`src/rtl/seg_scan_mux.sv`:
```
`default_nettype none
// ============================================================================
// Module  : seg_scan_mux
// Desc    : Self-sequencing seven-segment digit scanner with tear-free code
//           shadowing, anode blanking guard and frame-start marker.
// Rev     : 1.0
// ============================================================================

module seg_scan_mux #(
  parameter  int DIGITS   = 8,
  parameter  int N        = 6,
  parameter  int TICK_DIV = 100000,
  parameter  int BLANK    = 4,
  localparam int IW       = $clog2(DIGITS)
) (
  input  logic                clk,
  input  logic                reset_n,
  input  logic [DIGITS*N-1:0] w,
  input  logic [DIGITS-1:0]   en,
  output logic [N-1:0]        f,
  output logic [DIGITS-1:0]   an,
  output logic [IW-1:0]       sel,
  output logic                frame
);

  localparam int              CW        = $clog2(TICK_DIV);
  localparam logic [CW-1:0]   c_last    = CW'(TICK_DIV - 1);
  localparam logic [CW-1:0]   c_blank   = CW'(BLANK);
  localparam logic [CW-1:0]   c_one     = CW'(1);
  localparam logic [IW:0]     c_digits  = (IW + 1)'(DIGITS);
  localparam logic [IW-1:0]   c_sel_rst = IW'(DIGITS - 1);

  logic [N-1:0]      w_code [DIGITS];
  logic [CW-1:0]     r_cnt;
  logic              w_boundary;
  logic [CW-1:0]     w_cnt_nxt;
  logic [IW:0]       w_idx;
  logic              w_found;
  logic [IW-1:0]     w_scan_sel;
  logic [IW-1:0]     w_sel_nxt;
  logic [DIGITS-1:0] w_an_nxt;
  logic              w_frame_nxt;

  for (genvar k = 0; k < DIGITS; k++) begin : g_slice
    assign w_code[k] = w[k*N +: N];
  end

  assign w_boundary = (r_cnt == c_last);
  assign w_cnt_nxt  = w_boundary ? '0 : r_cnt + c_one;

  // Circular search starting just after the current digit; the last probe
  // lands on sel itself, so a lone enabled digit keeps being selected.
  always_comb begin
    w_scan_sel = sel;
    w_found    = 1'b0;
    w_idx      = '0;
    for (int i = 1; i <= DIGITS; i++) begin
      w_idx = {1'b0, sel} + (IW + 1)'(i);
      if (w_idx >= c_digits) begin
        w_idx = w_idx - c_digits;
      end
      if (!w_found && en[w_idx[IW-1:0]]) begin
        w_scan_sel = w_idx[IW-1:0];
        w_found    = 1'b1;
      end
    end
  end

  assign w_sel_nxt   = w_boundary ? w_scan_sel : sel;
  assign w_frame_nxt = w_boundary && (w_scan_sel <= sel) && (|en);

  always_comb begin
    w_an_nxt = '1;
    if ((w_cnt_nxt >= c_blank) && en[w_sel_nxt]) begin
      w_an_nxt[w_sel_nxt] = 1'b0;
    end
  end

  // Code is shadowed only at slot start so a slot never shows a torn value.
  always_ff @(posedge clk or negedge reset_n) begin
    if (!reset_n) begin
      r_cnt <= c_last;
      sel   <= c_sel_rst;
      f     <= '0;
      an    <= '1;
      frame <= 1'b0;
    end else begin
      r_cnt <= w_cnt_nxt;
      sel   <= w_sel_nxt;
      if (w_boundary) begin
        f <= w_code[w_sel_nxt];
      end
      an    <= w_an_nxt;
      frame <= w_frame_nxt;
    end
  end

endmodule

`default_nettype wire

```
`config.mk`:
```
export PLATFORM = sky130hd
export DESIGN_NAME = seg_scan_mux
export DESIGN_NICKNAME = d
export VERILOG_FILES = /design/src/rtl/seg_scan_mux.sv
export SDC_FILE = /design/constraint.sdc
export NUM_CORES = 1
export LEC_CHECK = 0
export CAP_MARGIN = 15
export CORE_MARGIN = 4
export CORE_UTILIZATION = 51
export DETAILED_ROUTE_END_ITERATION = 8
export MAX_ROUTING_LAYER = met4
export PLACE_DENSITY_LB_ADDON = 0.1
export SETUP_SLACK_MARGIN = 0.2
export SLEW_MARGIN = 20
export SYNTH_ARGS = -nofsm -noshare
export SYNTH_HDL_FRONTEND = slang
export SYNTH_SLANG_ARGS = --single-unit
```
`constraint.sdc`:
```
create_clock -name clk -period 5.25 [get_ports clk]
set_clock_uncertainty 0.15 [all_clocks]
set_input_delay 1.05 -clock clk [delete_from_list [all_inputs] [get_ports clk]]
set_output_delay 1.05 -clock clk [all_outputs]
set_load 0.05 [all_outputs]
```
==> load_flow_metrics.sql <==
INSERT INTO impl_metrics (metric_group, metric, value, unit) VALUES
('status', 'status', 'completed', ''),
('die', 'placementRows', '28', ''),
('global_route', 'number_of_global_route_vias_before_repair', '2904', ''),
('yosys', 'synth_top_cell_area_share', '16.8', '%'),
('timing', 'rsz0062_at_grt', 'false', ''),
('pwr', 'power_density', '198', 'nW/um2'),
('yosys', 'synth_fp_nets', '414', ''),
('placed_design', 'dp_hpwl', '6.78', 'mm'),
('worst_setup_path', 'timing.critical_path.slowest_cell_delay', '600', 'ps'),
('clocking', 'cts_tree', 'built', ''),
('clocking', 'number_of_gates_resized_after_cts', '0', ''),
('yosys', 'synthCells', '350', ''),
('yosys', 'synthTopCellsByCount', 'sky130_fd_sc_hd__nand2_1 (32), sky130_fd_sc_hd__nor2_1 (26), sky130_fd_sc_hd__nand3_1 (25)', ''),
('min_path', 'hp-class', 'register to register', ''),
('die', 'die_span_y', '88.3', 'um'),
('routing', 'antenna_violating_nets_post_route', '0', ''),
('routing', 'detailroute.wirelength.met2', '4.18', 'mm'),
('global_route', 'grt_first_pass_wirelength', '14.3', 'mm'),
('timing', 'period_needed', '4570', 'ps'),
('yosys', 'seq_area_frac_synth', '27.4', '%'),
('worst_setup_path', 'crit_path_cell_trace', 'clkdlybuf4s50_1 -> mux2_1 -> mux4_2 -> nor2_4 -> and4_1 -> o32ai_2 -> o211a_4 -> nor2_2 -> buf_4 -> o21ai_0 -> o22a_1 -> o21ba_1', ''),
('finish', 'fin_cells', '493', ''),
('run', 'cap_violations', '0', ''),
('placed_design', 'port-buffer-count', '75', ''),
('global_route', 'grt_overflow_total', '0', ''),
('routing', 'drt_iter0_drc', '254', ''),
('routing', 'remaining_drc_errors', '0', ''),
('yosys', 'syn-cell-area', '3290', 'um2'),
('routing', 'route.detailed.wl_per_inst', '17.7', 'um'),
('routing', 'route.final.wire_length', '8.72', 'mm'),
('routing', 'wirelength_met1', '3.82', 'mm'),
('clocking', 'buffer_depth_of_the_longest_clock_path', '2', ''),
('timing', 'final-setup-viol-count', '0', ''),
('worst_setup_path', 'cpMaxStageDelayCell', 'sky130_fd_sc_hd__clkdlybuf4s50_1', ''),
('worst_setup_path', 'critPathArrivalTime', '4610', 'ps'),
('pwr', 'total_leakage_power', '0.00164', 'uW'),
('clocking', 'clk_root_buffer_cell', 'sky130_fd_sc_hd__clkbuf_8', ''),
('timing', 'max-slew-margin-rel', '56.0', '%'),
('timing', 'finalHoldViolCount', '0', ''),
('finish', 'area_delta_synth_final', '26.6', '%'),
('yosys', 'yosys_warnings', '0', ''),
('clocking', 'post-cts-setup-buffer-count', '0', ''),
('routing', 'top_layer', 'met4', ''),
('placed_design', 'place.gp.congestion', '0.928', ''),
('die', 'design.die.area', '7800', 'um2'),
('timing', 'tightest_slew', '657', 'ps'),
('yosys', 'synth_seq_cells', '35', ''),
('die', 'core_region_area', '6100', 'um2'),
('yosys', 'synth-async-reset-ratio', '100', '%'),
('placed_design', 'place_inst', '485', ''),
('clocking', 'clock_insertion_delay_worst_skew', '290', 'ps'),
('placed_design', 'placed_cell_area', '4050', 'um2'),
('timing', 'finalMaxSlewViolations', '0', ''),
('clocking', 'cts-htree-levels', '2', ''),
('routing', 'detailroute.wirelength.met3', '638', 'um'),
('routing', 'detailedRoute.firstPassIterationCount', '5', ''),
('yosys', 'yosysMostFrequentCell', 'sky130_fd_sc_hd__nand2_1', ''),
('global_route', 'antenna_violations_before_repair', '0', ''),
('clocking', 'clock_sinks', '35', ''),
('clocking', 'tritoncts.num_buffers', '5', ''),
('finish', 'final_net_count', '481', ''),
('yosys', 'yosysTopAreaCell', 'sky130_fd_sc_hd__dfstp_2', ''),
('finish', 'antenna_cells_inserted', '0', ''),
('yosys', 'post_synth_main_area_contributors', 'sky130_fd_sc_hd__dfstp_2 (17%), sky130_fd_sc_hd__dfrtp_1 (11%), sky130_fd_sc_hd__mux4_2 (9.6%)', ''),
('worst_setup_path', 'critPathCaptureType', 'register', ''),
('clocking', 'count_of_hold_fix_buffers_inserted_at_cts', '0', ''),
('pwr', 'worst_ir_drop_vdd', '122', 'uV'),
('yosys', 'yosys_most_used_dff', 'sky130_fd_sc_hd__dfstp_2', ''),
('timing', 'totalNegativeSetupSlack', '0', 'ps'),
('finish', 'design_area', '4160', 'um2'),
('worst_setup_path', 'worstSetupStartpointType', 'primary input', '');
[critical path: cells and delay by family]
| kind | cells | cell delay [ps] |
|---|---|---|
| buffers and inverters | 2 | 850 |
| AO/OA/AOI/OAI | 5 | 870 |
| multiplexers | 2 | 970 |
| AND/OR/NAND/NOR | 3 | 850 |
[kinds of logic after synthesis]
family                   share of synthesized area, %
AND/OR/NAND/NOR                                  19.8
AO/OA/AOI/OAI                                    18.2
multiplexers                                     20.3
flip-flops                                       27.4
buffers and inverters                            5.59
XOR/XNOR                                         6.39
adder cells (fa/ha/maj)                          2.28
[state kept, by name, summed over array words and instances, names as in the netlist]
| signal | count |
|---|---|
| an | 8 |
| f | 6 |
| frame | 1 |
| r_cnt | 17 |
| sel | 3 |
[layout make-up]
type	count	area, um2
inverter	8	30.0
clock inverter	3	47.5
timing repair buffer	84	818
tap	75	93.8
sequential	35	902
fill	506	1930
clock buffer	5	68.8
multi-input combinational	283	2200
[worst paths after layout]
path / start / endpoint / slack, ps / cells after the start
setup / recovery: en[5] / f[5] / 680 / 12
hold / removal: r_cnt[0] / r_cnt[0] / 370 / 1
setup reg to reg: sel[0] / f[5] / 750 / 13
hold reg to reg: r_cnt[0] / r_cnt[0] / 370 / 1
max in group asynchronous: reset_n / an[4] / 3580 / 2
min in group asynchronous: reset_n / r_cnt[6] / 1020 / 2
[power by group]
group | leakage, uW | internal, uW | switching, uW
clock network | 0.0000587 | 144 | 104
registers | 0.000379 | 275 | 1.08
logic | 0.00120 | 148 | 153
[per-stage QoR]
step / utilization [%] / total power [uW] / setup WS, ps / hold WS (ps)
floorplan: - / 488 / 845 / 330
detailed placement: 66.4 / 579 / 447 / 350
global route: 68.3 / 878 / 490 / 401
global placement: 66.4 / 575 / 518 / 344
CTS: 68.3 / 834 / 755 / 371
finish: 68.3 / 826 / 677 / 368
[layer usage]
layer  vias to the layer above  GRT usage [%]
met5                         -              -
met3                         7           5.03
met1                      1432           32.7
met2                       125           38.1
met4                         0           4.81
li1                       1441              -
[layout by cell type (no fill, tap or decap), types with 11 or more instances in the layout]
cell type                         synthesis  routed
sky130_fd_sc_hd__clkdlybuf4s50_1          0      75
sky130_fd_sc_hd__nand2_1                 32      32
sky130_fd_sc_hd__nor2_1                  26      26
sky130_fd_sc_hd__nand3_1                 25      25
sky130_fd_sc_hd__dfstp_2                 21      21
sky130_fd_sc_hd__mux2i_1                 18      18
sky130_fd_sc_hd__mux4_2                  14      14
sky130_fd_sc_hd__dfrtp_1                 14      14
sky130_fd_sc_hd__xnor2_1                 12      12
sky130_fd_sc_hd__a21oi_1                 12      12
sky130_fd_sc_hd__o21ai_0                 12      12
sky130_fd_sc_hd__o21ai_1                 11      11
Power figures use the tool's default switching activity.
==> patch (same settings) <==
Register the output `an` once more, cleared by the reset; this adds one clock of latency there. The other outputs are not delayed to match.
--- a/src/rtl/seg_scan_mux.sv
+++ b/src/rtl/seg_scan_mux.sv
@@ -31,2 +31,4 @@
   localparam logic [IW-1:0]   c_sel_rst = IW'(DIGITS - 1);
+
+  logic [DIGITS-1:0] an_s0;
 
@@ -84,3 +86,3 @@
       f     <= '0;
-      an    <= '1;
+      an_s0 <= '1;
       frame <= 1'b0;
@@ -92,4 +94,12 @@
       end
-      an    <= w_an_nxt;
+      an_s0 <= w_an_nxt;
       frame <= w_frame_nxt;
+    end
+  end
+
+  always_ff @(posedge clk or negedge reset_n) begin
+    if (!reset_n) begin
+      an <= '0;
+    end else begin
+      an <= an_s0;
     end
Behaviour: not the same (a bounded check fails within 4 cycles, from zero or initial values and one cycle with reset_n low).
==> patch against the original RTL <==
- area after synthesis rose by 6.1%
- sequential cell count rose by 8
- power increased by 9.5%
- critical path type is now register to register
- routed wire length is 2.4% higher
- setup slack gained 0.057 ns
- combinational power rose by 1%
- die area is 5.5% higher
- final area rose by 4.5%
==> patch: results (changes against the original RTL) <==
| Metric | Value |
|---|---|
| Post-synthesis mux area share | 19.1% (-1.2 points) |
| Final Wtd Congestion | 0.906 (-2.4%) |
| Number of buffers created by CTS | 5 (unchanged) |
| Status | completed |
| Initial antenna violation count | 0 (unchanged) |
| Final std cells w/o fill | 502 (+1.8%) |
| Post-synth net total | 422 (+1.9%) |
| DP HPWL | 6.75 mm (-0.49%) |
| Crit. Startpoint | sel[1]$_DFF_PN1_ |
| FF-to-FF path depth | 14 (+1) |
| Worst-path clk slew | 0.09 ns |
| Adder-cell share of the synthesized area | 2.15% (-0.13 points) |
| Synth Area in Compound Gates | 17.2% (-1.0 points) |
| Hold Crit Class | register to register |
| Clock Tree Root | clkbuf_8 |
| Top post-synthesis cells by area | dfstp_2, dfrtp_1, mux4_2 |
| Asr flop ratio synth | 100% (unchanged) |
| Vias in the first global route | 3028 (+4.3%) |
| Sequential fraction of the synthesis area | 31.6% (+4.2 points) |
| Biggest regs | r_cnt (17), an (8), an_s0 (8) |
| Resized cells post-CTS | 0 (unchanged) |
| Worst-skew pair later-pin latency | 0.29 ns (about the same) |
| Layout cells sized above 1 | 18.1% (-0.30 points) |
| Synth warn | 0 (unchanged) |
| Synth Instances | 358 (+2.3%) |
| FF-to-FF End | f[5]$_DFFE_PN0N_ |
| Cell variety after synth | 70 (unchanged) |
| Worst Tran Pin Value | 0.940 ns (+0.282 ns) |
| Prevailing post-synth register cell | dfrtp_1 |
| Largest net degree at the start of global routing | 44 (+22%) |
| I/O Buffers | 75 (unchanged) |
| Via count | 3092 (+2.9%) |
| Routed length per instance | 17.8 um (+0.52%) |
| Flop2flop setup slack | 0.73 ns (-0.02 ns) |
| Worst EP arrival | 4.55 ns (-0.06 ns) |
| Max rail drop VDD | 125 uV (+2.0%) |
| Leak | 1.70 nW (+4.1%) |
| Post-CTS Setup Bufs | 0 (unchanged) |
| CTS max path bufs | 2 (unchanged) |
| Internal Power | 0.627 mW (+11%) |
| Total GRT Usage | 22.5% (-1.8 points) |
| H-tree depth | 2 (unchanged) |
| Ant diodes | 0 (unchanged) |
| CTS Hold Bufs | 0 (unchanged) |
| First-pass GRT wire length | 14.7 mm (+2.6%) |
| # placed instances | 494 (+1.9%) |
| Max FO, Critical Path | 23 (+9) |
| Post-Synth XOR/XNOR Area | 6.02% (-0.37 points) |
| Crit path capture | f[5]$_DFFE_PN0N_ |
| 1st-pass router iterations | 4 (-1) |
| Post-synth top cells | nand2_1, nor2_1, nand3_1 |
| 1st-iter DRT viols | 172 (-32%) |
[patch: per-stage QoR]
stage          utilization (%)  setup WS (ns)  area, sq um
2_1_floorplan                -          0.845         3490
3_3_place_gp              65.2          0.738         4240
6_report                  67.0          0.734         4350
3_5_place_dp              65.2          0.625         4240
4_1_cts                   67.0          0.765         4350
5_1_grt                   67.0          0.542         4350
[patch: final cells by class]
cell class	count	area [sq um]
Clock buffer	5	68.8
Clock inverter	3	43.8
Fill cell	515	2140
Inverter	8	30.0
Multi-Input combinational cell	283	2200
Sequential cell	43	1100
Tap cell	77	96.3
Timing Repair Buffer	83	806
[patch: worst min path at each step]
stage / start / endpoint / slack, ns / depth (start not counted)
global placement: an_s0[0]$_DFF_PN1_ / an[0]$_DFF_PN0_ / 0.23 / 0
detailed placement: an_s0[7]$_DFF_PN1_ / an[7]$_DFF_PN0_ / 0.23 / 0
global route: an_s0[3]$_DFF_PN1_ / an[3]$_DFF_PN0_ / 0.24 / 0
CTS: an_s0[3]$_DFF_PN1_ / an[3]$_DFF_PN0_ / 0.24 / 0
finish: an_s0[3]$_DFF_PN1_ / an[3]$_DFF_PN0_ / 0.24 / 0
floorplan: an_s0[0]$_DFF_PN1_ / an[0]$_DFF_PN0_ / 0.23 / 0
[patch: power by group through the flow]
stage,combinational (mW),clock (mW),sequential [mW]
3_5_place_dp,0.302,0,0.345
5_1_grt,0.327,0.280,0.340
6_report,0.305,0.260,0.340
2_1_floorplan,0.195,0,0.357
3_3_place_gp,0.295,0,0.345
4_1_cts,0.302,0.269,0.340
[patch: per-layer routing]
layer  vias up  part of all wire (%)  global-route usage, %
met5         -                     0                      -
met2       155                    48                   35.5
li1       1464                     -                      -
met4         0                   1.6                   7.02
met3        14                   7.6                   3.92
met1      1459                    43                   29.5
[patch: worst max-delay path, cell delays in order (launching register included)]
cell and delay, ns:
dfstp_2 0.54, clkinv_1 0.27, ha_1 0.68, buf_4 0.26, mux2i_1 0.13, mux4_2 0.49, and4_1 0.21, a41o_1 0.26
o21ai_1 0.28, o211a_4 0.31, nor2_2 0.04, buf_4 0.20, a31o_1 0.22, o22a_1 0.19, o21ba_1 0.18
[patch: kinds of logic after synthesis]
logic type | Yosys count
AO/OA/AOI/OAI | 85
XOR/XNOR | 21
buffers and inverters | 32
adder cells (fa/ha/maj) | 6
multiplexers | 47
flip-flops | 43
AND/OR/NAND/NOR | 124
